--- src/rtl/demux_pkg.sv ---
// Shared definitions for the 1-to-2 stream demultiplexer: channel indices and
// the occupancy-counter width helper.
package demux_pkg;

  localparam logic CH0 = 1'b0;
  localparam logic CH1 = 1'b1;

  // Occupancy must represent 0..DEPTH inclusive, hence one bit beyond the pointer width.
  function automatic int level_w(input int depth);
    return $clog2(depth) + 1;
  endfunction

endpackage

--- src/rtl/chan_fifo.sv ---
// Per-channel synchronous FIFO: a push is visible at the head one cycle later;
// push is dropped when full and pop is ignored when empty (caller gates on full/empty).
module chan_fifo
  import demux_pkg::*;
#(
  parameter int WIDTH = 1,
  parameter int DEPTH = 2
) (
  input  logic                      clk,
  input  logic                      rst_n,
  input  logic                      push_i,
  input  logic [WIDTH-1:0]          push_data_i,
  input  logic                      pop_i,
  output logic [WIDTH-1:0]          data_o,
  output logic [level_w(DEPTH)-1:0] level_o,
  output logic                      full_o,
  output logic                      empty_o
);

  localparam int PW = $clog2(DEPTH);
  localparam int LW = level_w(DEPTH);

  logic [WIDTH-1:0] mem_q [DEPTH];
  logic [PW-1:0]    wptr_q, rptr_q;
  logic [LW-1:0]    level_q, level_d;
  logic             do_push, do_pop;

  assign full_o  = (level_q == LW'(DEPTH));
  assign empty_o = (level_q == '0);
  assign do_push = push_i & ~full_o;
  assign do_pop  = pop_i & ~empty_o;
  assign data_o  = mem_q[rptr_q];
  assign level_o = level_q;

  always_comb begin
    level_d = level_q;
    if (do_push && !do_pop) level_d = level_q + LW'(1);
    else if (!do_push && do_pop) level_d = level_q - LW'(1);
  end

  // Pointers are exactly log2(DEPTH) bits, so wrap-around is free.
  always_ff @(posedge clk or negedge rst_n) begin
    if (!rst_n) begin
      for (int i = 0; i < DEPTH; i++) mem_q[i] <= '0;
      wptr_q  <= '0;
      rptr_q  <= '0;
      level_q <= '0;
    end else begin
      if (do_push) begin
        mem_q[wptr_q] <= push_data_i;
        wptr_q        <= wptr_q + PW'(1);
      end
      if (do_pop) rptr_q <= rptr_q + PW'(1);
      level_q <= level_d;
    end
  end

endmodule

--- src/rtl/demux12_stream.sv ---
// Streaming 1-to-2 demux routing by select bit or alternating pointer into two FIFOs.
// Latency 1 cycle; in_ready drops while the current target channel is full (no pass-through).
module demux12_stream
  import demux_pkg::*;
#(
  parameter int WIDTH = 1,
  parameter int DEPTH = 2
) (
  input  logic                      clk,
  input  logic                      rst_n,
  input  logic                      in_valid,
  output logic                      in_ready,
  input  logic                      in_sel,
  input  logic [WIDTH-1:0]          in_data,
  input  logic                      alt_mode,
  input  logic                      sync,
  output logic                      y0_valid,
  input  logic                      y0_ready,
  output logic [WIDTH-1:0]          y0_data,
  output logic [level_w(DEPTH)-1:0] y0_level,
  output logic                      y1_valid,
  input  logic                      y1_ready,
  output logic [WIDTH-1:0]          y1_data,
  output logic [level_w(DEPTH)-1:0] y1_level
);

  logic tog_q, tog_d;
  logic tgt, accept;
  logic full0, full1, empty0, empty1;

  assign tgt      = alt_mode ? tog_q : in_sel;
  assign in_ready = (tgt == CH1) ? ~full1 : ~full0;
  assign accept   = in_valid & in_ready;
  assign y0_valid = ~empty0;
  assign y1_valid = ~empty1;

  // sync wins over the flip; the word accepted this cycle was already routed by the old tog.
  always_comb begin
    tog_d = tog_q;
    if (sync) tog_d = 1'b0;
    else if (accept && alt_mode) tog_d = ~tog_q;
  end

  always_ff @(posedge clk or negedge rst_n) begin
    if (!rst_n) tog_q <= 1'b0;
    else        tog_q <= tog_d;
  end

  chan_fifo #(.WIDTH(WIDTH), .DEPTH(DEPTH)) u_fifo0 (
    .clk        (clk),
    .rst_n      (rst_n),
    .push_i     (accept && (tgt == CH0)),
    .push_data_i(in_data),
    .pop_i      (y0_valid & y0_ready),
    .data_o     (y0_data),
    .level_o    (y0_level),
    .full_o     (full0),
    .empty_o    (empty0)
  );

  chan_fifo #(.WIDTH(WIDTH), .DEPTH(DEPTH)) u_fifo1 (
    .clk        (clk),
    .rst_n      (rst_n),
    .push_i     (accept && (tgt == CH1)),
    .push_data_i(in_data),
    .pop_i      (y1_valid & y1_ready),
    .data_o     (y1_data),
    .level_o    (y1_level),
    .full_o     (full1),
    .empty_o    (empty1)
  );

endmodule

--- config.mk ---
export PLATFORM = sky130hd
export DESIGN_NAME = demux12_stream
export DESIGN_NICKNAME = d
export VERILOG_FILES = /design/src/rtl/demux_pkg.sv /design/src/rtl/chan_fifo.sv /design/src/rtl/demux12_stream.sv
export SDC_FILE = /design/constraint.sdc
export NUM_CORES = 1
export LEC_CHECK = 0
export CELL_PAD_IN_SITES_DETAIL_PLACEMENT = 0
export CELL_PAD_IN_SITES_GLOBAL_PLACEMENT = 2
export CORE_UTILIZATION = 31
export CTS_CLUSTER_DIAMETER = 80
export DETAILED_ROUTE_END_ITERATION = 16
export GPL_ROUTABILITY_DRIVEN = 1
export HOLD_SLACK_MARGIN = 0.02
export PLACE_DENSITY_LB_ADDON = 0.3
export SLEW_MARGIN = 20
export SYNTH_ARGS = -nofsm -noshare
export SYNTH_HDL_FRONTEND = slang
export SYNTH_SLANG_ARGS = --single-unit
--- constraint.sdc ---
create_clock -name clk -period 3.45 [get_ports clk]
set_input_delay 0.69 -clock clk [delete_from_list [all_inputs] [get_ports clk]]
set_output_delay 0.69 -clock clk [all_outputs]
set_load 0.05 [all_outputs]
==> out/metrics.cfg <==
[outcome]
status=completed

[clock_tree]
post_cts_buffers=0
clkLatencyLatePin_ns=0.27
cts_buffer_depth=2
h-tree-depth=1
cts_buffers=3
clock-sinks=13
cts_tree=done
cts_root_buf=clkbuf_4
hold_buffers=0
clk_pin_slew_ns=0.07
cts_resized=0

[placed_design]
place.gp.congestion=0.617
numPortBuffers=17
dp_cells=95
hpwl_um=832
pre_cts_ws_ns=0.583

[worst_setup_path]
cp_slowest_cell=clkdlybuf4s50_1
critical-path-max-stage-delay_ns=0.52
end_kind=primary output
reg2reg_setup_slack_ns=1.83
crit_type=input port to primary output
crit_fanout=7
crit_required_ns=2.76
r2r_start=tog_q
crit_chain=clkdlybuf4s50_1 -> mux2i_2 -> mux2_2 -> buf_4
startpoint_type=input port
crit_family=multiplexers
cp.depth=4
worstReg2RegEnd=u_fifo1.level_o[1]
critPathBufInv=2
reg2reg_depth=7
worst_ep_arrival_time_ns=2.17

[sta]
finalHoldViolCount=0
finClkSkew_ns=0.00611
fmax_ghz=0.350
setup_viol=0
final_max_slew_viol_count=0
post-route-period-util_pct=82.8
min_period_ns=2.86
tns_ns=0
rsz0062_at_grt=no
worst_pin_slew_ns=0.622
final_critical_path_setup_slack_ns=0.593
slew-limit-headroom_pct=58.4

[pwr]
power_frac_seq_pct=31.0
p_switching_mw=0.438
p_clk_share_pct=9.5
p_comb_share_pct=59.6
p_leak_nw=0.371
vdd_drop_max_v=0.000436
p_per_area_mw_per_mm2=1080
p_sw_share_pct=46.3
intPower_mw=0.509

[synthesis]
synth_top_family_by_area=simple AND/OR/NAND/NOR gates
synth-adder-area-share_pct=3.85
synthMuxAreaShare_pct=14.2
synth-xor-area-share_pct=13.5
synth_warnings=0
synth_nets=62
synth_cell_types=20
ys_seq_area_share_pct=50.0
yosysTopAreaCell=dfrtp_1
postSynthAreaPerCell_sq_um=12.8
synth-compound-area-share_pct=0.962
syn_area_sq_um=651
synth-seq-cells=13
postSynthCellCount=51
ys_top_cells_by_area=dfrtp_1 (50%), mux2_2 (8.7%), xnor2_1 (6.7%)
synth.top_cell.area_share_pct=50.0
yosys.area_share.simple_pct=16.9

[grt]
grt_pass1_wl_um=1700
antenna_found_initial=0
grt_pass1_vias=401
grt_max_degree=14
track_usage_pct=11.5
grt-ovfl-total=0

[min_path]
worst_hold_startpoint=u_fifo0.rptr_q
hold_path.class=register to register
worstHoldEndpoint=u_fifo0.rptr_q
hold_depth=1

[cells_and_area]
syn_to_final_growth_pct=35.0
drive_gt1_share_pct=20.8
finalNonFillerCells=99
final_nets=84
final_cell_mix=clkdlybuf4s50_1 (16), dfrtp_1 (13), mux2_2 (5), xnor2_1 (5), xor2_1 (5)
diodes=0
layout.cells.most_common=clkdlybuf4s50_1
fillers=202

[die]
die_h_um=47.8
fp.dieArea_sq_mm=0.00229
start_util_pct=33.2
num_rows=16
core_region_area_sq_mm=0.00196
io_pins=18
dieWidth_um=47.8

[routing]
dr.first_iter.drc_count=2
wl_per_cell_um=10.8
post_drt_via_cell_ratio=4.40
detail-route-antenna-nets=0
vias=436
dr.pass1.iters=4
drc_errors=0
wl_um=1070

[flow_run]
maxCapViolCount=0

==> flip-flops by register name, summed over array words and instances (netlist names) <==
signal	count
tog_q	1
u_fifo1.rptr_q	1
u_fifo1.wptr_q	1
u_fifo0.rptr_q	1
u_fifo0.mem_q	2
u_fifo1.level_o	2
u_fifo0.wptr_q	1
u_fifo1.mem_q	2
u_fifo0.level_o	2
==> power by group through the flow <==
stage / sequential [mW] / clock, mW / combinational, mW
after global routing: 0.308 / 0.103 / 0.604
after floorplan: 0.370 / 0 / 0.331
final: 0.293 / 0.0896 / 0.564
after CTS: 0.295 / 0.0977 / 0.570
after detailed placement: 0.298 / 0 / 0.567
after global placement: 0.299 / 0 / 0.566
==> kinds of logic after synthesis <==
logic type / count (synthesis)
simple gates: 16
mux: 8
flops: 13
compound gates: 1
buf+inv: 1
xor+xnor: 10
fa+ha+maj: 2
==> worst reg2reg max path, delay by kind of cell, from the launching register on <==
kind          cells  cell delay, ns
flops             1            0.40
mux               1            0.32
fa+ha+maj         1            0.18
simple gates      2            0.31
xor+xnor          2            0.28
buf+inv           1            0.06
==> metrics by stage <==
step	hold WS, ns	power, mW	instance area (sq um)	utilization [%]
after floorplan	0.394	0.702	651	-
after global placement	0.475	0.865	852	43.4
after detailed placement	0.475	0.865	852	43.4
after CTS	0.489	0.963	878	44.8
after global routing	0.518	1.02	878	44.8
final	0.482	0.947	878	44.8
==> synth_stat cells <==
cell type / count
nand4b_1: 2
ha_1: 2
xor2_1: 5
nand3b_1: 1
nand2_1: 2
nor4bb_2: 1
nor2_1: 2
or2_2: 2
a31oi_1: 1
and4_2: 1
xnor2_1: 5
and3_2: 1
mux2i_2: 1
mux2_1: 2
mux2_2: 5
dfrtp_1: 13
inv_1: 1
nand2b_1: 2
nor3_1: 1
nand4_1: 1
==> cell type report <==
class	instances	area (sq um)	area share [%]
sequential	13	325	37.0
multi-input combinational	37	322	36.6
timing repair buffer	17	168	19.1
tap	27	33.8	3.85
clock buffer	4	26.3	2.99
inverter	1	3.75	0.427
==> metal layers <==
metal	share of wire [%]	track usage, %	wire length (um)	vias to the layer above
met2	41	15.7	435	11
li1	-	-	-	226
met5	0	0	0	-
met4	1.1	8.33	12	0
met3	4.5	3.40	48	2
met1	54	15.3	576	197
==> worst max path at each step <==
stage	from	endpoint
CTS	alt_mode	in_ready
detailed placement	alt_mode	in_ready
global route	alt_mode	in_ready
global placement	alt_mode	in_ready
floorplan	alt_mode	in_ready
finish	alt_mode	in_ready
No activity file was read; power rests on OpenSTA's default activity.
